<file path="config.mk">
export PLATFORM = sky130hd
export DESIGN_NAME = sbox_substitution_serial
export DESIGN_NICKNAME = d
export VERILOG_FILES = /design/src/rtl/sbox_substitution_serial.sv
export SDC_FILE = /design/constraint.sdc
export NUM_CORES = 1
export LEC_CHECK = 0
export ABC_AREA = 1
export BUFFER_PORTS_ARGS = -buffer_cell sky130_fd_sc_hd__buf_2
export CORE_ASPECT_RATIO = 1.25
export CORE_MARGIN = 2
export CORE_UTILIZATION = 57
export CTS_CLUSTER_DIAMETER = 50
export DETAILED_ROUTE_END_ITERATION = 10
export PLACE_DENSITY_LB_ADDON = 0.15
export SYNTH_ARGS = -nofsm -noshare
export SYNTH_HDL_FRONTEND = slang
export SYNTH_SLANG_ARGS = --single-unit
</file>
<file path="constraint.sdc">
create_clock -name clk -period 8.6 [get_ports clk]
set_input_delay 1.29 -clock clk [delete_from_list [all_inputs] [get_ports clk]]
set_output_delay 1.29 -clock clk [all_outputs]
set_load 0.005 [all_outputs]
</file>
<file path="src/rtl/sbox_substitution_serial.sv">
// DES S-box substitution stage, evaluated serially over several cycles.
// Registers x = expanded ^ round_key when a job is accepted, then evaluates
// SBOXES_PER_CYCLE S-boxes per RUN cycle until S1..S8 are done.
// Ports:
//   clk, reset          single clock, synchronous active-high reset
//   in_valid/in_ready   job handshake; expanded and round_key sampled on accept
//   expanded[1:48]      E-permutation output (bit 1 = MSB)
//   round_key[1:48]     round subkey (bit 1 = MSB)
//   out_valid/out_ready result handshake
//   sbox_out[1:32]      S1..S8 result, S1 in bits 1..4, pre-P-permutation
module sbox_substitution_serial #(
  parameter int unsigned SBOXES_PER_CYCLE = 1
) (
  input  logic        clk,
  input  logic        reset,
  input  logic        in_valid,
  output logic        in_ready,
  input  logic [1:48] expanded,
  input  logic [1:48] round_key,
  output logic        out_valid,
  input  logic        out_ready,
  output logic [1:32] sbox_out
);

  // Reject unsupported group sizes at elaboration.
  generate
    if (!(SBOXES_PER_CYCLE == 1 || SBOXES_PER_CYCLE == 2 ||
          SBOXES_PER_CYCLE == 4 || SBOXES_PER_CYCLE == 8)) begin : g_bad_param
      $error("sbox_substitution_serial: SBOXES_PER_CYCLE must be 1, 2, 4 or 8");
    end
  endgenerate

  localparam int unsigned NUM_SBOX = 8;
  localparam int unsigned IDX_W    = 4;
  localparam int unsigned X_W      = 48;
  localparam int unsigned OUT_W    = 32;

  typedef enum logic [1:0] {IDLE, RUN, DONE} state_e;

  // One row-major table per S-box: entry (row*16 + col) is nibble 0 at the MSB end.
  localparam logic [255:0] SBOX_TBL [NUM_SBOX] = '{
    256'hE4D12FB83A6C5907_0F74E2D1A6CB9538_41E8D62BFC973A50_FC8249175B3EA06D,
    256'hF18E6B34972DC05A_3D47F28EC01A69B5_0E7BA4D158C6932F_D8A13F42B67C05E9,
    256'hA09E63F51DC7B428_D709346A285ECBF1_D6498F30B12C5AE7_1AD069874FE3B52C,
    256'h7DE3069A1285BC4F_D8B56F03472C1AE9_A690CB7DF13E5284_3F06A1D8945BC72E,
    256'h2C417AB6853FD0E9_EB2C47D150FA3986_421BAD78F9C5630E_B8C71E2D6F09A453,
    256'hC1AF92680D34E75B_AF427C9561DE0B38_9EF528C3704A1DB6_432C95FABE17608D,
    256'h4B2EF08D3C975A61_D0B7491AE35C2F86_14BDC37EAF680592_6BD814A7950FE23C,
    256'hD2846FB1A93E50C7_1FD8A374C56B0E92_7B419CE206ADF358_21E74A8DFC90356B
  };

  // Row is the outer bit pair, column the inner four bits.
  function automatic logic [3:0] sbox_lookup(input logic [2:0] sel, input logic [5:0] six);
    logic [5:0] pos;
    pos = {six[5], six[0], six[4:1]};
    return SBOX_TBL[sel][8'(255 - 4 * int'(pos)) -: 4];
  endfunction

  state_e             state_q, state_d;
  logic [IDX_W-1:0]   idx_q, idx_d;
  logic [X_W-1:0]     x_q, x_d;
  logic [OUT_W-1:0]   sbox_q, sbox_d;
  logic               in_ready_q, in_ready_d;
  logic               out_valid_q, out_valid_d;
  logic [2:0]         grp;
  logic [5:0]         six;

  // Next-state and datapath update.
  always_comb begin
    state_d = state_q;
    idx_d   = idx_q;
    x_d     = x_q;
    sbox_d  = sbox_q;
    grp     = '0;
    six     = '0;
    unique case (state_q)
      IDLE: begin
        if (in_valid) begin
          x_d     = expanded ^ round_key;
          sbox_d  = '0;
          idx_d   = '0;
          state_d = RUN;
        end
      end
      RUN: begin
        // Group grp (0-based) occupies x bits counted from the MSB end.
        for (int unsigned k = 0; k < SBOXES_PER_CYCLE; k++) begin
          grp = idx_q[2:0] + 3'(k);
          six = x_q[6'(47 - 6 * int'(grp)) -: 6];
          sbox_d[5'(31 - 4 * int'(grp)) -: 4] = sbox_lookup(grp, six);
        end
        idx_d = idx_q + IDX_W'(SBOXES_PER_CYCLE);
        if (idx_d == IDX_W'(NUM_SBOX)) begin
          state_d = DONE;
        end
      end
      DONE: begin
        if (out_ready) begin
          state_d = IDLE;
        end
      end
      default: state_d = IDLE;
    endcase
    in_ready_d  = (state_d == IDLE);
    out_valid_d = (state_d == DONE);
  end

  // State and output registers.
  always_ff @(posedge clk) begin
    if (reset) begin
      state_q     <= IDLE;
      idx_q       <= '0;
      x_q         <= '0;
      sbox_q      <= '0;
      in_ready_q  <= 1'b1;
      out_valid_q <= 1'b0;
    end else begin
      state_q     <= state_d;
      idx_q       <= idx_d;
      x_q         <= x_d;
      sbox_q      <= sbox_d;
      in_ready_q  <= in_ready_d;
      out_valid_q <= out_valid_d;
    end
  end

  assign in_ready  = in_ready_q;
  assign out_valid = out_valid_q;
  assign sbox_out  = sbox_q;

endmodule
</file>
======== After elaboration in Yosys (flattened, before gate mapping) ========
Memory sizes are Yosys's and may differ from the RTL's.
Index checks and enable logic that the tools add are counted.
word-level totals
  logic and storage cells ................. 41
  memories kept ........................... 1
  register bits after elaboration ......... 88
  output and inout bits ................... 34
  input port bits ......................... 100
  memory bits (read-only) ................. 2,048
operators by class
  multiplexer cells ....................... 11
  $lt $le $gt $ge ......................... 1
  bitwise operators ....................... 2
  multipliers ............................. 1
  add/sub/neg operators ................... 5
  shifts and indexed selects .............. 4
  equality and inequality tests ........... 5
  reduce and logical (&&, ||, !) cells .... 5
memory list
  name              depth  width  read ports  clocked after memory_dff  write ports  RTL line  source
  (name not given)  8      256    1           0                         0            56        return SBOX_TBL[sel][8'(255 - 4 * int'(pos)) -: 4];
operators with widths
  cell                                                       number
  two-way mux 256 bit                                        2
  variable part select 259 x 8 -> 4 bit                      1
  case mux 32 bit (2 select lines)                           1
  variable part select 53 x 6 -> 6 bit                       1
  XOR 48 bit                                                 1
  variable shift 4 x 6 -> 35 bit (first input constant)      1
  variable part select 4 x 6 -> 35 bit                       1
  bitwise mux 32 bit                                         1
  two-way mux 32 bit                                         1
  case mux 4 bit (2 select lines)                            1
  subtractor 8 bit (first input constant)                    1
  two-way mux 2 bit                                          3
  negator 5 -> 6 bit                                         1
  case mux 2 bit (3 select lines)                            1
  subtractor 6 bit (first input constant)                    1
  multiplier 2 x 3 -> 5 bit (first input constant)           1
  subtractor 5 bit (first input constant)                    1
  adder 4 x 1 -> 4 bit (second input constant)               1
  equality test 2 bit (second input constant)                2
  equality test 4 bit (second input constant)                1
  greater-or-equal comparator 4 bit (second input constant)  1
  logical NOT 2 bit                                          2
  two-way mux 4 bit                                          1
  inverter 3 -> 4 bit                                        1
  other kinds (4)                                            5

======== Depth between registers and ports, before layout ========
Gate-level depths: netlist (run 1).
  word-level depth ........................ 8
  mapped depth ............................ 26
  gate-level depth less buffers ........... 25

======== Least setup slack after synthesis (run 1) ========
No wires, ideal clock.
  kind .................................... reg-to-reg
  start point ............................. register idx_q[0]
  end point ............................... register sbox_q[13], in the netlist sbox_out[19]
  cell stages (with the launch flop) ...... 19
  arrival ................................. 3.019 ns
  data required time ...................... 8.468 ns
  buffers on the path ..................... 7
  setup time .............................. 0.132 ns
  period minus slack after synthesis ...... 3.152 ns
  path slack .............................. 5.448 ns
  cells stage by stage .................... dfxtp_1 -> buf_2 -> inv_1 -> buf_2 -> buf_4 -> ha_1 -> buf_2 -> inv_1 -> buf_4 -> clkbuf_1 -> a21oi_1 -> a211o_1 -> nand2_1 -> buf_2 -> nand3_1 -> nand3_1 -> nand3_1 -> nand3_1 -> a21oi_1
between the ends
  word-level cells in the longest chain between the ends .. 8
  elaborated cells on any way between the ends .. 15
  those cells by class .................... add/sub (4); mul (1); shift (4); mux (4); bitwise (1); memory (1)
RTL lines
  element                                                                             RTL line  source
  from (decl)                                                                         60        logic [IDX_W-1:0] idx_q, idx_d;
  from (signal assigned)                                                              119       idx_q <= idx_d;
  multiplier 2 x 3 -> 5 bit / inverter 3 -> 4 bit (equally long branches)             89, 56
  subtractor 6 bit / memory (8 x 256 bit) (equally long branches)                     --
  variable part select 53 x 6 -> 6 bit / two-way mux 256 bit (equally long branches)  89, 56
  subtractor 8 bit / two-way mux 256 bit (equally long branches)                      56
  variable part select 259 x 8 -> 4 bit                                               56
  variable part select 4 x 6 -> 35 bit                                                90        sbox_d[5'(31 - 4 * int'(grp)) -: 4] = sbox_lookup(grp, six);
  bitwise mux 32 bit *                                                                90
  case mux 32 bit (2 select lines) *                                                  76        unique case (state_q)
  to (signal assigned)                                                                121       sbox_q <= sbox_d;
  to (decl)                                                                           62        logic [OUT_W-1:0] sbox_q, sbox_d;
Every way passes the cells marked *; elsewhere a longest branch is shown, timed or not. The select of a mux whose other input is x is not followed.
A chain may end at the register's enable or synchronous reset.

======== Worst setup path in the final report (run 1) ========
  start point ............................. register idx_q[1]
  end point ............................... register sbox_q[11], in the netlist sbox_out[21]
The elaborated chain is that of the path after synthesis.

==> impl_metrics.csv, run 1 <==
group,metric,value,unit
cells_and_area,final_cells,1187,
timing,max_slew.worst_pin.slew,0.814,ns
critical_path,arrival,5.68,ns
logic_synthesis,synth_edf_count,0,
cts,path_clk_slew,0.07,ns
pwr,power_leakage,0.00312,uW
detailed_routing,ant_nets,0,
cells_and_area,nets,1166,
logic_synthesis,synth_nets,1105,
detailed_routing,drc,0,
critical_path,cpPeakStageDelay,0.84,ns
run_status,status,"completed",
detailed_routing,vias,6726,
cts,hold_buffers,0,
timing,slew_headroom,0.456,
job,cap_violations,0,
timing,fmax,182,MHz
logic_synthesis,synth.top_cell.area_share,0.244,
logic_synthesis,yosys_warnings,0,
cts,post-cts-setup-buffers,0,
placement,dp_cells,1171,
placement,io_buffers,101,
cts,clk_latency,0.34,ns
global_route,grt_overflow_total,0,
logic_synthesis,synthTopCellsByArea,"dfxtp_1, nand2_1, nand3_1, nor2_1, inv_1",
logic_synthesis,synth_area,5920,sq um
timing,timing.final.crit_share,0.638,
placement,dp_hpwl,13.1,mm
detailed_routing,routed_wirelength,18.6,mm
global_route,grt_max_degree,60,
cts,cts_buffers,9,
floorplan,dieWidth,95.1,um
cts,cts_tree,"yes",
timing,whs,0.438,ns
critical_path,end_kind,"register",
critical_path,critPathRequiredTime,8.79,ns
cells_and_area,syn2layout_area_growth,11.2,%
logic_synthesis,synthCells,992,
detailed_routing,dr.pass1.iters,5,
timing,setup_tns,0,ns
floorplan,io_pins,134,
floorplan,die_h,118,um
logic_synthesis,synthDistinctLibCells,38,
global_route,antenna_found_initial,0,
timing,final_hold_viol_count,0,
logic_synthesis,synth-main-ff-cell,"dfxtp_1",
timing,final-setup-viol-count,0,
global_route,first_global_vias,6415,
critical_path,cp_slowest_cell,"ha_1",
timing,skew,0.0113,ns
timing,rsz0062_at_grt,"false",
cts,htreeDepth,3,
cts,clock_path_buffers,2,
critical_path,cp_cell_sequence,"inv_1, ha_1, inv_1, nand3_1, nand3_1, nand2_1, nand2_2, buf_4, inv_2, nand2_1, nand3_1, nand3_1, nand2_1, clkinv_1, nand2_1, nand3_2, nand3_1, a21oi_1",
floorplan,initial_core_util,0.585,
pwr,powerDensity,161,nW/um^2
cts,cts_root_buf,"clkbuf_16",
logic_synthesis,ys_ff_latch,72,
critical_path,crit_top_cell,"nand3_1",
critical_path,start_kind,"register",
pwr,report.power.total,1060,uW
cts,cts.sink_count,72,
cts,cts_resized,0,
global_route,track_usage,0.343,
critical_path,crit_fanout,59,
logic_synthesis,yosysSeqAreaShare,0.244,
floorplan,num_rows,41,
logic_synthesis,syn_avg_cell_area,5.96,sq um
pwr,vdd_drop_max,0.127,mV
detailed_routing,drt_iter0_markers,502,
global_route,grt_pass1_wl,30.5,mm
detailed_routing,viasPerCell,5.67,
hold_path,hold_class,"register to register",
logic_synthesis,yosysTopAreaCell,"dfxtp_1",
cells_and_area,drive_gt1_frac,0.142,
placement,gp_congestion,0.964,
logic_synthesis,ys_async_sr_fraction,0,
critical_path,worst-setup-path-type,"register to register",
floorplan,core_area,10100,sq um
detailed_routing,wl_per_cell,15.6,um
timing,slew_viol_final,0,
floorplan,dieArea,11200,sq um
timing,min_period,5.49,ns
cells_and_area,diodes,0,
area by class of cell:
class                      count  area [sq um]
inverter                      84           318
clock buffer                   9           225
multi-input combinational    779          3800
timing repair buffer         107           551
sequential                    72          1440
clock inverter                 7          77.6
fill                         994          3530
tap                          129           161
synthesized netlist by cell type (2+ instances only):
cell,instances
buf_2,21
buf_6,9
nor2_1,99
nand4_1,8
dfxtp_1,72
buf_1,3
o22ai_1,2
buf_4,9
nand2_2,11
a21oi_1,57
nor3_1,5
inv_2,4
clkbuf_1,14
inv_1,77
o211ai_1,3
xnor2_1,16
ha_1,12
nand3_2,3
xor2_1,17
o21ai_0,55
clkinv_1,2
nand3_1,171
a211oi_1,17
nand2_4,4
nand2_1,283
o21ai_1,6
cells by family after synthesis:
group	Yosys count	share of synthesized area
buf+inv	141	0.113
flops	72	0.244
compound gates	143	0.132
fa+ha+maj	13	0.0288
simple gates	590	0.434
xor+xnor	33	0.0489
cell usage in the layout, fill, tap and decap left out, types with 16 or more instances in the layout:
cell type	n
nand2_1	283
nand3_1	171
buf_2	101
nor2_1	99
inv_1	77
dfxtp_1	72
a21oi_1	57
o21ai_0	55
a211oi_1	17
xor2_1	17
xnor2_1	16
metrics by stage:
| stage | utilization | worst slack [ns] | area [sq um] |
|---|---|---|---|
| floorplan | - | 5.45 | 5920 |
| global placement | 0.621 | 3.35 | 6270 |
| detailed placement | 0.621 | 3.38 | 6270 |
| CTS | 0.651 | 3.34 | 6580 |
| global route | 0.651 | 2.64 | 6580 |
| finish | 0.651 | 3.11 | 6580 |
sequential cells by signal, summed over array words and instances (netlist names):
signal and cells:
in_ready 1, sbox_out 32, state_q 2, idx_q 4, x_q 32, out_valid 1
power breakdown:
group / internal (uW) / total (uW) / switching [uW]
registers: 349 / 362 / 12.7
clock network: 228 / 381 / 154
logic: 95.9 / 315 / 219
total: 673 / 1060 / 385
worst max-delay path, delay by kind of cell (launching register included):
| family | cells | cell delay [ns] |
|---|---|---|
| AO/OA/AOI/OAI | 1 | 0.07 |
| adder cells (fa/ha/maj) | 1 | 0.84 |
| buffers and inverters | 5 | 1.75 |
| flip-flops | 1 | 0.70 |
| AND/OR/NAND/NOR | 11 | 1.94 |
per-layer routing:
layer | track usage | up-vias | part of all wire | routed length, um
met5 | 0 | - | 0 | 0
met4 | 0.274 | 0 | 0.079 | 1470
met3 | 0.0775 | 97 | 0.082 | 1520
met2 | 0.540 | 342 | 0.46 | 8580
met1 | 0.388 | 2939 | 0.38 | 6990
li1 | - | 3348 | - | -
worst paths after layout:
check | cells past startpoint | to | startpoint | slack (ns)
setup / recovery | 18 | sbox_out[21] | idx_q[1] | 3.11
hold / removal | 2 | sbox_out[12] | sbox_out[12] | 0.44
setup reg to reg | 18 | sbox_out[21] | idx_q[1] | 3.11
hold reg to reg | 2 | sbox_out[12] | sbox_out[12] | 0.44
(Power assumes the default switching activity.)
==> run 2: changes to the inputs <==
--- a/config.mk
+++ b/config.mk
@@ -9,7 +9,7 @@
 export BUFFER_PORTS_ARGS = -buffer_cell sky130_fd_sc_hd__buf_2
 export CORE_ASPECT_RATIO = 1.25
 export CORE_MARGIN = 2
-export CORE_UTILIZATION = 57
+export CORE_UTILIZATION = 56
 export CTS_CLUSTER_DIAMETER = 50
 export DETAILED_ROUTE_END_ITERATION = 10
 export PLACE_DENSITY_LB_ADDON = 0.15
==> constraint.sdc (replaced) <==
create_clock -name clk -period 5.4 [get_ports clk]
set_input_delay 0.81 -clock clk [delete_from_list [all_inputs] [get_ports clk]]
set_output_delay 0.81 -clock clk [all_outputs]
set_load 0.005 [all_outputs]
==> impl_metrics.csv, run 2 (same netlist as run 1, synthesis figures left out) <==
group,metric,value,unit
run_status,status,"completed",
critical_path,reg2reg_slack,0.99,ns
critical_path,start_kind,"register",
detailed_routing,drc,0,
timing,slew_headroom,0.287,
cells_and_area,diodes,0,
placement,io_buffers,101,
floorplan,dieWidth,95.9,um
cts,hold_buffers,0,
placement,dp_hpwl,13.9,mm
timing,skew,0.0104,ns
pwr,vdd_drop_max,0.271,mV
global_route,track_usage,0.344,
timing,timing.final.crit_share,0.817,
timing,setup_tns,0,ns
detailed_routing,dr.pass1.iters,5,
critical_path,worst-setup-path-type,"register to register",
critical_path,cp_cell_sequence,"ha_1, fa_1, inv_1, nand2_1, nand2_4, nand2_2, nand2_4, nand3_1, nand2_1, a21oi_1, nand2_1, nand2_2, buf_4, o21ai_0, nand3_1, nand3_1, nand3_1, nand3_2, nand3_1, a21oi_1",
detailed_routing,viasPerCell,5.74,
cts,cts_buffers,9,
floorplan,num_rows,41,
cells_and_area,mostFrequentLayoutCells,"nand2_1, nand3_1, buf_2, nor2_1, inv_1",
timing,min_period,4.41,ns
critical_path,cpPeakStageDelay,0.73,ns
hold_path,hold_class,"register to register",
critical_path,end_kind,"register",
cts,post-cts-setup-buffers,0,
critical_path,critPathRequiredTime,5.59,ns
placement,gp_congestion,0.983,
global_route,grt_pass1_wl,30.7,mm
cts,htreeDepth,3,
timing,rsz0062_at_grt,"false",
floorplan,core_area,10200,sq um
cts,clk_latency,0.34,ns
critical_path,cp_slowest_cell,"dfxtp_1",
pwr,powerDensity,252,nW/um^2
floorplan,initial_core_util,0.579,
timing,max_slew.worst_pin.slew,1.07,ns
detailed_routing,ant_nets,0,
pwr,report.power.total,1660,uW
cells_and_area,final_common_cell,"nand2_1",
critical_path,reg2reg_from,"idx_q[1]",
critical_path,arrival,4.60,ns
cts,cts_resized,0,
cells_and_area,fillers,1034,
detailed_routing,routed_wirelength,19.3,mm
detailed_routing,wl_per_cell,16.2,um
critical_path,worstReg2RegEnd,"sbox_out[30]",
cts,path_clk_slew,0.07,ns
cts,cts_tree,"yes",
pwr,power_leakage,0.00314,uW
global_route,first_global_vias,6373,
global_route,antenna_found_initial,0,
critical_path,crit_fanout,58,
floorplan,io_pins,134,
critical_path,r2r_cells,20,
cells_and_area,syn2layout_area_growth,11.7,%
timing,final_hold_viol_count,0,
cts,cts_root_buf,"clkbuf_16",
global_route,grt_max_degree,59,
hold_path,worstHoldStart,"sbox_out[5]",
cells_and_area,nets,1172,
cts,clock_path_buffers,2,
timing,fmax,227,MHz
detailed_routing,drt_iter0_markers,409,
timing,slew_viol_final,0,
detailed_routing,vias,6844,
cts,cts.sink_count,72,
floorplan,dieArea,11400,sq um
hold_path,hold_path_end,"sbox_out[5]",
job,cap_violations,0,
floorplan,die_h,119,um
hold_path,hold_path_depth,2,
critical_path,crit_top_cell,"nand3_1",
timing,final-setup-viol-count,0,
global_route,grt_overflow_total,0,
cells_and_area,drive_gt1_frac,0.147,
run 2: cell type report:
| cell class | instances | area [sq um] | share of cell area |
|---|---|---|---|
| well taps | 129 | 161 | 0.0244 |
| flip-flops and latches | 72 | 1440 | 0.218 |
| clock inverters | 7 | 63.8 | 0.00966 |
| clock buffers | 9 | 225 | 0.0341 |
| multi-input cells | 779 | 3800 | 0.576 |
| repair buffers | 113 | 596 | 0.0901 |
| inverters | 84 | 318 | 0.0481 |
run 2: per-stage QoR:
stage	util	setup WS [ns]	cell area [sq um]	hold WS, ns	instances
6_report	0.647	0.987	6610	0.441	1193
5_1_grt	0.647	0.678	6610	0.461	1193
4_1_cts	0.647	1.13	6610	0.444	1193
3_5_place_dp	0.619	1.14	6320	0.434	1177
3_3_place_gp	0.619	1.15	6320	0.427	1177
2_1_floorplan	-	2.25	5920	0.425	992
run 2: critical path: cells and delay by family (launching register included):
kind / cells / cell delay, ns
compound gates: 3 / 0.59
simple gates: 13 / 1.77
fa+ha+maj: 2 / 0.59
flops: 1 / 0.73
buf+inv: 2 / 0.55
run 2: how the worst max path moves through the flow:
| stage | from | endpoint | slack [ns] |
|---|---|---|---|
| final | idx_q[1] | sbox_out[30] | 0.99 |
| after global routing | idx_q[1] | sbox_out[24] | 0.68 |
| after CTS | idx_q[1] | sbox_out[32] | 1.13 |
| after detailed placement | idx_q[1] | sbox_out[32] | 1.14 |
| after global placement | idx_q[1] | sbox_out[32] | 1.15 |
| after floorplan | idx_q[0] | sbox_out[19] | 2.25 |
run 2: power by group:
group          internal (uW)  leakage [uW]  switching, uW  total (uW)
clock network            321      0.000136            252         574
registers                556      0.000588           21.6         577
logic                    157       0.00242            356         513
total                   1030       0.00314            630        1660
run 2: metal layers:
metal	routed length [um]	track usage
met5	0	0
met1	7350	0.403
met2	9210	0.559
met3	1320	0.0538
met4	1390	0.243
==> run 3: changes to the inputs <==
--- a/config.mk
+++ b/config.mk
@@ -5,11 +5,11 @@
 export SDC_FILE = /design/constraint.sdc
 export NUM_CORES = 1
 export LEC_CHECK = 0
-export ABC_AREA = 1
+export ABC_AREA = 0
 export BUFFER_PORTS_ARGS = -buffer_cell sky130_fd_sc_hd__buf_2
 export CORE_ASPECT_RATIO = 1.25
 export CORE_MARGIN = 2
-export CORE_UTILIZATION = 56
+export CORE_UTILIZATION = 50
 export CTS_CLUSTER_DIAMETER = 50
 export DETAILED_ROUTE_END_ITERATION = 10
 export PLACE_DENSITY_LB_ADDON = 0.15
==> constraint.sdc (replaced) <==
create_clock -name clk -period 3.6 [get_ports clk]
set_input_delay 0.54 -clock clk [delete_from_list [all_inputs] [get_ports clk]]
set_output_delay 0.54 -clock clk [all_outputs]
set_load 0.005 [all_outputs]
==> impl_metrics.csv, run 3 <==
group,metric,value,unit
logic_synthesis,ys_top_cells_by_count,"nor2_1, dfxtp_1, nand2_1",
critical_path,reg2reg_from,"idx_q[1]",
floorplan,io_pins,134,
pwr,vdd_drop_max,0.290,mV
detailed_routing,vias,6802,
floorplan,die_h,124,um
logic_synthesis,ys_ff_latch,72,
cells_and_area,diodes,0,
timing,final_hold_viol_count,0,
detailed_routing,routed_wirelength,24.2,mm
cts,path_clk_slew,0.06,ns
cts,cts.sink_count,72,
cts,clk_latency,0.35,ns
logic_synthesis,synthDistinctLibCells,82,
run_status,status,"complete, but fails checks",
placement,io_buffers,101,
cts,cts_root_buf,"clkbuf_16",
floorplan,core_area,11100,sq um
timing,rsz0062_at_grt,"true",
logic_synthesis,synth-main-ff-cell,"dfxtp_1",
cts,cts_tree,"yes",
cells_and_area,nets,996,
placement,dp_hpwl,16.2,mm
logic_synthesis,synth.most_common_cell,"nor2_1",
timing,fmax,259,MHz
hold_path,worstHoldStart,"sbox_out[25]",
global_route,grt_overflow_total,0,
timing,slew_headroom,0.320,
logic_synthesis,ys_async_sr_fraction,0,
timing,setup_tns,-3.23,ns
detailed_routing,dr.pass1.iters,5,
global_route,first_global_vias,6712,
cells_and_area,fillers,797,
detailed_routing,viasPerCell,6.65,
job,cap_violations,0,
timing,setup_slack,-0.260,ns
logic_synthesis,synthTopCellsByArea,"dfxtp_1, a211oi_1, mux2i_1, xnor2_1, nor2_1",
logic_synthesis,synth_edf_count,0,
timing,slew_viol_final,0,
critical_path,end_kind,"register",
timing,max_slew.worst_pin.slew,1.02,ns
critical_path,crit_fanout,14,
pwr,power_leakage,0.00315,uW
logic_synthesis,yosys_warnings,0,
floorplan,dieWidth,99.7,um
logic_synthesis,yosysTopAreaCell,"dfxtp_1",
cells_and_area,fin_util,0.705,
cells_and_area,mostFrequentLayoutCells,"buf_4, buf_2, nor2_1, dfxtp_1, nand2_1",
global_route,antenna_found_initial,0,
global_route,grt_pass1_wl,35.2,mm
cts,clock_path_buffers,2,
floorplan,initial_core_util,0.514,
cts,htreeDepth,3,
run_status,violations,"setup timing",
floorplan,num_rows,43,
floorplan,dieArea,12300,sq um
logic_synthesis,synth_nets,796,
logic_synthesis,yosysSeqAreaShare,0.252,
critical_path,critPathRequiredTime,3.87,ns
critical_path,worst-setup-path-type,"register to register",
logic_synthesis,synth_area,5720,sq um
detailed_routing,drt_iter0_markers,656,
timing,timing.final.crit_share,1.07,
cts,cts_buffers,9,
cells_and_area,syn2layout_area_growth,37.2,%
detailed_routing,drc,0,
hold_path,hold_class,"register to register",
logic_synthesis,synth.top_cell.area_share,0.252,
global_route,grt_max_degree,69,
logic_synthesis,synthCells,683,
critical_path,arrival,4.13,ns
timing,min_period,3.86,ns
cells_and_area,multi_input_area,4120,sq um
critical_path,start_kind,"register",
detailed_routing,ant_nets,0,
detailed_routing,wl_per_cell,23.7,um
cells_and_area,drive_gt1_frac,0.395,
placement,detailed_place.area,6970,sq um
critical_path,crit_path_start,"idx_q[1]",
timing,final-setup-viol-count,16,
placement,gp_congestion,0.981,
global_route,track_usage,0.371,
cells_and_area,final_common_cell,"buf_4",
pwr,powerDensity,305,nW/um^2
pwr,report.power.total,2390,uW
logic_synthesis,syn_avg_cell_area,8.38,sq um
cells_and_area,final_area,7850,sq um
timing,skew,0.00668,ns
cts,hold_buffers,0,
cells_and_area,register_area,1450,sq um
run 3: cell count changes after synthesis, moves of 24 or more:
cell      change
inv_1        -68
o21ai_0      -35
nand3_1     -159
a21oi_1      -24
mux2i_1      +31
a211oi_1     +25
nand2_1     -218
run 3: cell type report:
type                       instances  share of cell area
tap                              135              0.0215
clock inverter                     6              0.0116
multi-input combinational        542               0.524
sequential                        72               0.185
timing repair buffer             247               0.223
clock buffer                      10              0.0292
inverter                          11             0.00526
run 3: metal layers:
metal | vias up | GRT usage | wire [um]
li1 | 2949 | - | -
met1 | 3219 | 0.411 | 8720
met2 | 481 | 0.634 | 11500
met3 | 153 | 0.0673 | 1990
met4 | 0 | 0.277 | 1980
met5 | - | 0 | 0
run 3: path summary, 6_finish.rpt:
kind | to | slack, ns | cells past startpoint
worst max register to register | sbox_out[18] | -0.26 | 16
worst min-delay path | sbox_out[25] | 0.45 | 2
worst min register to register | sbox_out[25] | 0.45 | 2
worst max-delay path | sbox_out[18] | -0.26 | 16
run 3: stage by stage:
stage                     instances  setup slack, ns  hold WS (ns)
after floorplan                 683         -0.00456         0.442
after global placement          987           -0.231         0.435
after CTS                      1012           -0.154         0.452
after detailed placement        987           -0.323         0.439
final                          1023           -0.260         0.446
after global routing           1023           -0.300         0.475
run 3: logic make-up after synthesis:
group	count (synthesis)	synth area share
adders and majority gates	13	0.0297
DFF	72	0.252
muxes	48	0.108
AOI/OAI and AO/OA	193	0.251
and+or+nand+nor	250	0.215
buffers and inverters	70	0.0881
xor gates and xnor gates	37	0.0566
run 3: critical path: stages (launching register included):
cell,delay [ns]
dfxtp_4,0.38
buf_6,0.11
buf_4,0.10
inv_2,0.05
buf_4,0.21
ha_1,0.25
a21oi_1,0.29
nand2_2,0.19
o32ai_4,0.46
buf_4,0.21
mux2i_4,0.24
nand2_2,0.11
or4_1,0.55
o311ai_1,0.12
buf_4,0.17
o32ai_4,0.11
o31ai_2,0.22
run 3: report_power, final:
group | internal, uW | leakage [uW] | switching (uW)
Clock | 611 | 0.000157 | 378
Combinational | 236 | 0.00240 | 288
Sequential | 833 | 0.000590 | 45.8
Total | 1680 | 0.00315 | 712
run 3: what timing repair did:
item,in CTS,in global routing
resized for setup,36,42
endpoints found under the hold margin,0,0
cloned,2,1
setup endpoints to repair,16,16
pin swaps,5,7
setup buffers,7,14
